### src/rtl/rv32i_pkg.sv
// Shared RV32I encodings for the integer issue path: opcodes, funct3/funct7
// codes, dispatcher state and ALU target selection.
package rv32i_pkg;

   localparam logic [6:0] OPC_OP     = 7'b0110011;
   localparam logic [6:0] OPC_OP_IMM = 7'b0010011;

   localparam logic [2:0] F3_ADD_SUB = 3'd0;
   localparam logic [2:0] F3_SLL     = 3'd1;
   localparam logic [2:0] F3_SLT     = 3'd2;
   localparam logic [2:0] F3_SLTU    = 3'd3;
   localparam logic [2:0] F3_XOR     = 3'd4;
   localparam logic [2:0] F3_SRL_SRA = 3'd5;
   localparam logic [2:0] F3_OR      = 3'd6;
   localparam logic [2:0] F3_AND     = 3'd7;

   localparam logic [6:0] F7_BASE = 7'h00;
   localparam logic [6:0] F7_ALT  = 7'h20;

   typedef enum logic [1:0] {
      ST_IDLE  = 2'd0,
      ST_ISSUE = 2'd1,
      ST_WAIT  = 2'd2,
      ST_WB    = 2'd3
   } state_e;

   typedef enum logic {
      TGT_BASE  = 1'b0,
      TGT_EXTRA = 1'b1
   } target_e;

   function automatic logic [31:0] sext_imm12(input logic [11:0] imm);
      return {{20{imm[11]}}, imm};
   endfunction

   function automatic logic [31:0] zext_shamt(input logic [4:0] shamt);
      return {27'd0, shamt};
   endfunction

endpackage

### src/rtl/alu_decode.sv
// Combinational RV32I OP / OP-IMM decoder: picks the ALU, builds operand 2
// and rejects anything the two ALUs cannot execute.
module alu_decode
   import rv32i_pkg::*;
(
   input  logic [6:0]  opcode_i,
   input  logic [2:0]  funct3_i,
   input  logic [6:0]  funct7_i,
   input  logic [11:0] imm12_i,
   input  logic [31:0] rs2_data_i,
   output target_e     target_o,
   output logic [31:0] operand_2_o,
   output logic        illegal_o
);

   logic is_shift_s;
   assign is_shift_s = (funct3_i == F3_SLL) || (funct3_i == F3_SRL_SRA);

   // Target / operand-2 selection; shifts only ever see a 5-bit amount.
   always_comb begin
      target_o    = TGT_BASE;
      operand_2_o = rs2_data_i;
      illegal_o   = 1'b0;
      case (opcode_i)
         OPC_OP: begin
            if (is_shift_s) begin
               operand_2_o = zext_shamt(rs2_data_i[4:0]);
            end else begin
               operand_2_o = rs2_data_i;
            end
            if (funct7_i == F7_BASE) begin
               target_o = TGT_BASE;
            end else if ((funct7_i == F7_ALT) &&
                         ((funct3_i == F3_ADD_SUB) || (funct3_i == F3_SRL_SRA))) begin
               target_o = TGT_EXTRA;
            end else begin
               illegal_o = 1'b1;
            end
         end
         OPC_OP_IMM: begin
            operand_2_o = sext_imm12(imm12_i);
            case (funct3_i)
               F3_SLL: begin
                  operand_2_o = zext_shamt(imm12_i[4:0]);
                  if (funct7_i == F7_BASE) begin
                     target_o = TGT_BASE;
                  end else begin
                     illegal_o = 1'b1;
                  end
               end
               F3_SRL_SRA: begin
                  operand_2_o = zext_shamt(imm12_i[4:0]);
                  if (funct7_i == F7_BASE) begin
                     target_o = TGT_BASE;
                  end else if (funct7_i == F7_ALT) begin
                     target_o = TGT_EXTRA;
                  end else begin
                     illegal_o = 1'b1;
                  end
               end
               default: begin
                  target_o = TGT_BASE;
               end
            endcase
         end
         default: begin
            illegal_o = 1'b1;
         end
      endcase
   end

endmodule

### src/rtl/alu_dispatch.sv
// Issue stage in front of the base and extra integer ALUs: accepts one
// instruction, pulses the chosen ALU, captures its result and hands it to writeback.
module alu_dispatch
   import rv32i_pkg::*;
#(
   parameter int XLEN        = 32,
   parameter int ALU_LATENCY = 1
)(
   input  logic            clock,
   input  logic            reset_n,
   input  logic            in_valid,
   output logic            in_ready,
   input  logic [31:0]     in_instr,
   input  logic [XLEN-1:0] in_rs1_data,
   input  logic [XLEN-1:0] in_rs2_data,
   output logic            base_enable,
   output logic            extra_enable,
   output logic [2:0]      alu_funct3,
   output logic [XLEN-1:0] alu_operand_1,
   output logic [XLEN-1:0] alu_operand_2,
   input  logic [XLEN-1:0] base_result,
   input  logic [XLEN-1:0] extra_result,
   output logic            wb_valid,
   input  logic            wb_ready,
   output logic [4:0]      wb_rd,
   output logic [XLEN-1:0] wb_data,
   output logic            illegal
);

   localparam logic [2:0] LAT_LAST = 3'(ALU_LATENCY - 1);

   state_e          state_q, state_d;
   logic [2:0]      cnt_q, cnt_d;
   logic [2:0]      funct3_q, funct3_d;
   logic [XLEN-1:0] op1_q, op1_d;
   logic [XLEN-1:0] op2_q, op2_d;
   logic [4:0]      rd_q, rd_d;
   target_e         tgt_q, tgt_d;
   logic [XLEN-1:0] wb_data_q, wb_data_d;
   logic            wb_valid_q, wb_valid_d;
   logic            base_en_q, base_en_d;
   logic            extra_en_q, extra_en_d;
   logic            illegal_q, illegal_d;

   target_e         dec_target_s;
   logic [31:0]     dec_op2_s;
   logic            dec_illegal_s;
   logic            accept_s;

   alu_decode u_decode (
      .opcode_i    (in_instr[6:0]),
      .funct3_i    (in_instr[14:12]),
      .funct7_i    (in_instr[31:25]),
      .imm12_i     (in_instr[31:20]),
      .rs2_data_i  (in_rs2_data),
      .target_o    (dec_target_s),
      .operand_2_o (dec_op2_s),
      .illegal_o   (dec_illegal_s)
   );

   assign in_ready = (state_q == ST_IDLE) & reset_n;
   assign accept_s = in_valid & in_ready;

   // Next-state logic; enables and illegal are single-cycle pulses by default.
   always_comb begin
      state_d    = state_q;
      cnt_d      = cnt_q;
      funct3_d   = funct3_q;
      op1_d      = op1_q;
      op2_d      = op2_q;
      rd_d       = rd_q;
      tgt_d      = tgt_q;
      wb_data_d  = wb_data_q;
      wb_valid_d = wb_valid_q;
      base_en_d  = 1'b0;
      extra_en_d = 1'b0;
      illegal_d  = 1'b0;
      case (state_q)
         ST_IDLE: begin
            if (accept_s && dec_illegal_s) begin
               illegal_d = 1'b1;
            end else if (accept_s) begin
               funct3_d   = in_instr[14:12];
               op1_d      = in_rs1_data;
               op2_d      = dec_op2_s;
               rd_d       = in_instr[11:7];
               tgt_d      = dec_target_s;
               base_en_d  = (dec_target_s == TGT_BASE);
               extra_en_d = (dec_target_s == TGT_EXTRA);
               state_d    = ST_ISSUE;
            end else begin
               state_d = ST_IDLE;
            end
         end
         ST_ISSUE: begin
            cnt_d   = 3'd0;
            state_d = ST_WAIT;
         end
         ST_WAIT: begin
            // The extra ALU falls back to all-ones afterwards, so this edge is the only valid one.
            if (cnt_q == LAT_LAST) begin
               wb_data_d = (tgt_q == TGT_EXTRA) ? extra_result : base_result;
               if (rd_q != 5'd0) begin
                  wb_valid_d = 1'b1;
                  state_d    = ST_WB;
               end else begin
                  state_d = ST_IDLE;
               end
            end else begin
               cnt_d = cnt_q + 3'd1;
            end
         end
         ST_WB: begin
            if (wb_ready) begin
               wb_valid_d = 1'b0;
               state_d    = ST_IDLE;
            end else begin
               state_d = ST_WB;
            end
         end
         default: begin
            wb_valid_d = 1'b0;
            state_d    = ST_IDLE;
         end
      endcase
   end

   // State and output registers with synchronous active-low reset.
   always_ff @(posedge clock) begin
      if (!reset_n) begin
         state_q    <= ST_IDLE;
         cnt_q      <= 3'd0;
         funct3_q   <= 3'd0;
         op1_q      <= '0;
         op2_q      <= '0;
         rd_q       <= 5'd0;
         tgt_q      <= TGT_BASE;
         wb_data_q  <= '0;
         wb_valid_q <= 1'b0;
         base_en_q  <= 1'b0;
         extra_en_q <= 1'b0;
         illegal_q  <= 1'b0;
      end else begin
         state_q    <= state_d;
         cnt_q      <= cnt_d;
         funct3_q   <= funct3_d;
         op1_q      <= op1_d;
         op2_q      <= op2_d;
         rd_q       <= rd_d;
         tgt_q      <= tgt_d;
         wb_data_q  <= wb_data_d;
         wb_valid_q <= wb_valid_d;
         base_en_q  <= base_en_d;
         extra_en_q <= extra_en_d;
         illegal_q  <= illegal_d;
      end
   end

   assign base_enable   = base_en_q;
   assign extra_enable  = extra_en_q;
   assign alu_funct3    = funct3_q;
   assign alu_operand_1 = op1_q;
   assign alu_operand_2 = op2_q;
   assign wb_valid      = wb_valid_q;
   assign wb_rd         = rd_q;
   assign wb_data       = wb_data_q;
   assign illegal       = illegal_q;

endmodule

### config.mk
export PLATFORM = sky130hd
export DESIGN_NAME = alu_dispatch
export DESIGN_NICKNAME = d
export VERILOG_FILES = /design/src/rtl/rv32i_pkg.sv /design/src/rtl/alu_decode.sv /design/src/rtl/alu_dispatch.sv
export SDC_FILE = /design/constraint.sdc
export NUM_CORES = 1
export LEC_CHECK = 0
export ABC_CLOCK_PERIOD_IN_PS = 7100
export CORE_MARGIN = 3
export CORE_UTILIZATION = 42
export CTS_CLUSTER_SIZE = 24
export DETAILED_ROUTE_END_ITERATION = 16
export HOLD_SLACK_MARGIN = 0.12
export PLACE_DENSITY = 0.86
export SETUP_SLACK_MARGIN = 0.5
export SKIP_LAST_GASP = 1
export SYNTH_ARGS = -nofsm -noshare
export SYNTH_HDL_FRONTEND = slang
export SYNTH_SLANG_ARGS = --single-unit
### constraint.sdc
create_clock -name clock -period 7.1 [get_ports clock]
set_input_delay 2.13 -clock clock [delete_from_list [all_inputs] [get_ports clock]]
set_output_delay 2.13 -clock clock [all_outputs]
set_load 0.005 [all_outputs]
# Yosys cells after proc, flatten, opt, wreduce, memory -nomap -nowiden
# Cells that the tools add are included.
[totals]
reg_bits = 114
input_bits = 164
out_inout_bits = 109
word_cells = 82
[op_classes]
n_addsub = 1
eq_ne = 13
n_mux = 30
n_bitwise = 7
n_reduce_logical = 19
[op_table]
columns = ["operator", "count"]
rows = [
  ["32-bit two-way mux", 3],
  ["32-bit one-hot mux with 2 select lines", 1],
  ["1-bit two-way mux", 15],
  ["7-bit by 6-bit == test with 1-bit output, second input constant", 2],
  ["2-bit != test, second input constant", 5],
  ["2-bit two-way mux", 4],
  ["1-bit one-hot mux with 2 select lines", 4],
  ["2-bit one-hot mux with 4 select lines", 1],
  ["2-bit AND reduction", 4],
  ["7-bit by 5-bit == test with 1-bit output, second input constant", 1],
  ["7-bit logical NOT", 1],
  ["3-bit logical NOT", 2],
  ["3-bit one-hot mux with 2 select lines", 1],
  ["1-bit NOT", 5],
  ["5-bit nonzero test", 1],
  ["2-bit == test, second input constant", 2],
  ["4-bit AND reduction", 1],
  ["2-bit nonzero test", 2],
  ["4-bit OR reduction", 1],
  ["3-bit by 1-bit adder with 3-bit output, second input constant", 1],
  ["3-bit by 1-bit == test with 1-bit output, second input constant", 1],
  ["3-bit == test, second input constant", 1],
  ["3-bit two-way mux", 1],
  ["3-bit AND reduction", 1],
  ["6 further kinds", 9],
]

# Longest topological paths before layout
[depth]
depth_word = 9
mapped_depth = 8
ltp_nobuf = 6

# Modules after synthesis
# A second synthesis with hierarchy kept.
[hier_totals]
hier_cells = 570
hier_area_um2 = 4957.3
[by_module_without_submodules]
columns = ["module", "n_inst", "cells_each", "area_per_inst_um2", "seq_area_each_um2"]
rows = [
  ["alu_dispatch", 1, 515, 4475.5, 2282.2],
  ["alu_decode", 1, 55, 481.7, 0.0],
]

# Least setup slack after synthesis
# Ideal clock, no wire load.
[synth_timing]
path_kind = "input -> output"
from = "input reset_n"
to = "output in_ready"
arrival_time_ns = 2.673
required_ns = 4.970
slack_ns = 2.297
stages = 3
path_buffers = 1
cell_sequence = "clkinv_1 > clkbuf_1 > nor3_1"
[synth_between]
elab_chain_cells = 1
[synth_lines]
columns = ["element", "line_no", "rtl"]
rows = [
  ["start, declared", "alu_dispatch.sv:10", "input logic reset_n,"],
  ["1-bit AND", "alu_dispatch.sv:61", "assign in_ready = (state_q == ST_IDLE) & reset_n;"],
  ["end, declared", "alu_dispatch.sv:12", "output logic in_ready,"],
]
# Every way passes these cells.

# Worst setup path after layout
# Same ends and word-level chain as after synthesis.

==> metrics.md <==
| Metric | Value |
|---|---|
| Mapped Nets | `702` |
| Final cycle utilization of the critical path | `72.6%` |
| Core area | `11,200 um^2` |
| Worst-path maximum fanout | `2` |
| CP Buf/Inv Count | `3` |
| Initial antenna violation count | `0` |
| Area delta synth->final | `66.9%` |
| Fin. Hold Viols | `0` |
| CTS-repair resized insts | `0` |
| Layout cell share with drive strength beyond 1 | `5.63%` |
| Clock Skews | `6.55 ps` |
| Tmin final | `5160 ps` |
| Unrepaired setup endpoints after global routing | `false` |
| EDFF count, synth | `0` |
| Cell row count | `38` |
| Achievable frequency | `0.194 GHz` |
| Startpoint types | `input port` |
| Die area | `13,100 um^2` |
| Final #Nets | `953` |
| DRT Wirelength | `15,600 um` |
| Cts hold-fix bufs | `0` |
| Setup Fix Bufs, Post-CTS | `0` |
| Critical-path cell list | `buf_2 -> clkinv_1 -> nor3_1 -> clkdlybuf4s50_1` |
| I/O pins | `273` |
| CP max stage cell | `clkdlybuf4s50_1` |
| All-Layer GR Usage | `23.2%` |
| GPL Wtd Cong | `0.787` |
| Root buffer cell | `clkbuf_16` |
| Clock transition at path regs | `50 ps` |
| Antenna-violating nets left | `0` |
| Pre-antenna DRT Iters | `4` |
| CTS Buf Count | `17` |
| Cells after Synth | `536` |
| First-pass GRT wire length | `24,100 um` |
| Avg WL per Cell | `16.6 um` |
| Count of cell types in the netlist | `43` |
| Clock network latency to the later pin of the worst-skew pair | `400 ps` |
| PortBufs | `267` |
| Sink Count | `114` |
| Synth Cell Area | `4940 um^2` |
| CTS tree | `done` |
| Req. time, crit path | `4970 ps` |
| FFs w/ async S/R, synth | `0%` |
| Final TNS setup | `0 ps` |
| Status | `finished, final reports clean` |
| CP max stage delay | `560 ps` |
| Slew HR | `15.5%` |
| Die Span X | `114 um` |
| Post-DP HPWL | `11,400 um` |
| Avg Cell Area, Syn | `9.21 um^2` |
| Vias/cell | `5.12` |
| Initial DRC count | `215` |
| N_diodes | `0` |
| Top FF cell, synth | `dfxtp_1` |
| Vias | `4,812` |
| HP Class | `flip-flop to flip-flop` |
| Yosys warns | `0` |
| Worst VDD drop | `0.124 mV` |
| Seq/Total Area, Yosys | `46.2%` |
| PD cells | `198 nW/um^2` |
| Grt ovf | `0` |
| Yosys reg bits | `114` |
| H-tree depth | `4` |
| CP endpoint kind | `primary output` |
| Die Y | `114 um` |
| Largest delay share family, worst path | `buffers and inverters` |
| Final setup violation count | `0` |
| Clock buffer depth | `2` |
| Final Max Tran Viols | `0` |
| Largest net degree at the start of global routing | `102` |
| Maximum capacitance violations | `0` |
| Min Hold Slack | `454 ps` |
| Number of remaining DRC errors | `0` |
| P_leak | `3.23 nW` |
| Vias in the first global route | `4,914` |
| Initial Util | `44.2%` |
| CP Class | `input port to primary output` |
| Worst path arrival time | `3030 ps` |
| Slew @ Worst Pin | `1260 ps` |
[final cells by class]
type | instances | area, um^2
inverters | 20 | 75.1
multi-input cells | 362 | 2400
fillers | 789 | 2940
repair buffers | 272 | 2710
well taps | 140 | 175
clock inverters | 11 | 135
clock buffers | 21 | 460
flip-flops and latches | 114 | 2280
[flip-flops by register name, summed over array words and instances (netlist names)]
signal	cells
base_enable	1
illegal	1
wb_valid	1
wb_data	32
state_q	2
alu_operand_2	32
tgt_q	1
cnt_q	3
wb_rd	5
alu_operand_1	32
extra_enable	1
alu_funct3	3
[synthesized netlist by cell type, types with 3 or more instances]
cell type / instances / area, um^2
a22oi_1: 6 / 45.0
clkbuf_1: 29 / 109
nor2_1: 40 / 150
nand4_1: 3 / 18.8
inv_1: 19 / 71.3
buf_1: 3 / 11.3
mux2i_1: 107 / 1070
o21ai_0: 3 / 15.0
a211oi_1: 32 / 240
a31oi_1: 3 / 18.8
nand2_1: 103 / 387
nand2b_1: 5 / 31.3
dfxtp_1: 114 / 2280
buf_2: 3 / 15.0
buf_6: 4 / 45.0
a21oi_1: 28 / 140
o211ai_1: 3 / 22.5
[worst register-to-register path: stages, from the launching register on]
cell and delay [ps]:
dfxtp_1 400, nand4bb_1 310, nor3_2 410, nand3_2 640, buf_4 560, mux2i_1 210
[power breakdown]
group	switching [mW]	leakage (nW)	internal, mW
Sequential	0.000552	0.919	0.641
Clock	0.286	0.292	0.566
Combinational	0.0458	2.02	0.0926
Total	0.333	3.23	1.30
[kinds of logic after synthesis]
kind of cell	synth area share, %
compound gates	11.0
mux	21.7
xor+xnor	0.177
flops	46.2
simple gates	15.0
buf+inv	5.32
fa+ha+maj	0.507
[cells in the final DEF (no fill, tap or decap), types with 5 or more instances in the layout]
| master | instances |
|---|---|
| mux2i_1 | 107 |
| clkinv_2 | 6 |
| inv_1 | 19 |
| clkdlybuf4s50_1 | 266 |
| nand2_1 | 103 |
| a211oi_1 | 32 |
| dfxtp_1 | 113 |
| buf_4 | 5 |
| nand2b_1 | 5 |
| a21oi_1 | 28 |
| nor2_1 | 39 |
| a22oi_1 | 6 |
| clkbuf_16 | 17 |
[final timing paths]
kind            startpoint                 to  slack (ps)  cells past startpoint
max                reset_n           in_ready        1940                      4
min          alu_funct3[1]      alu_funct3[1]         450                      2
max reg2reg     state_q[0]  alu_operand_2[23]        4440                      5
min reg2reg  alu_funct3[1]      alu_funct3[1]         450                      2
[metrics by stage]
stage	cells	utilization, %	setup WS, ps	power (mW)	instance area, um^2
6_report	940	73.7	1940	1.63	8240
5_1_grt	940	73.7	1880	1.69	8240
2_1_floorplan	536	-	2300	0.692	4940
4_1_cts	940	73.7	1930	1.65	8240
3_3_place_gp	908	68.4	1950	0.789	7640
3_5_place_dp	908	68.4	1860	0.792	7640
[metal layers]
metal	GRT usage (%)	vias up	share of wire, %
met5	0	-	0
met4	10.2	0	3.0
met3	8.62	34	9.4
met2	40.4	210	50
met1	25.1	2208	38
li1	-	2360	-
Note: power is estimated with default switching activity, not from simulation.
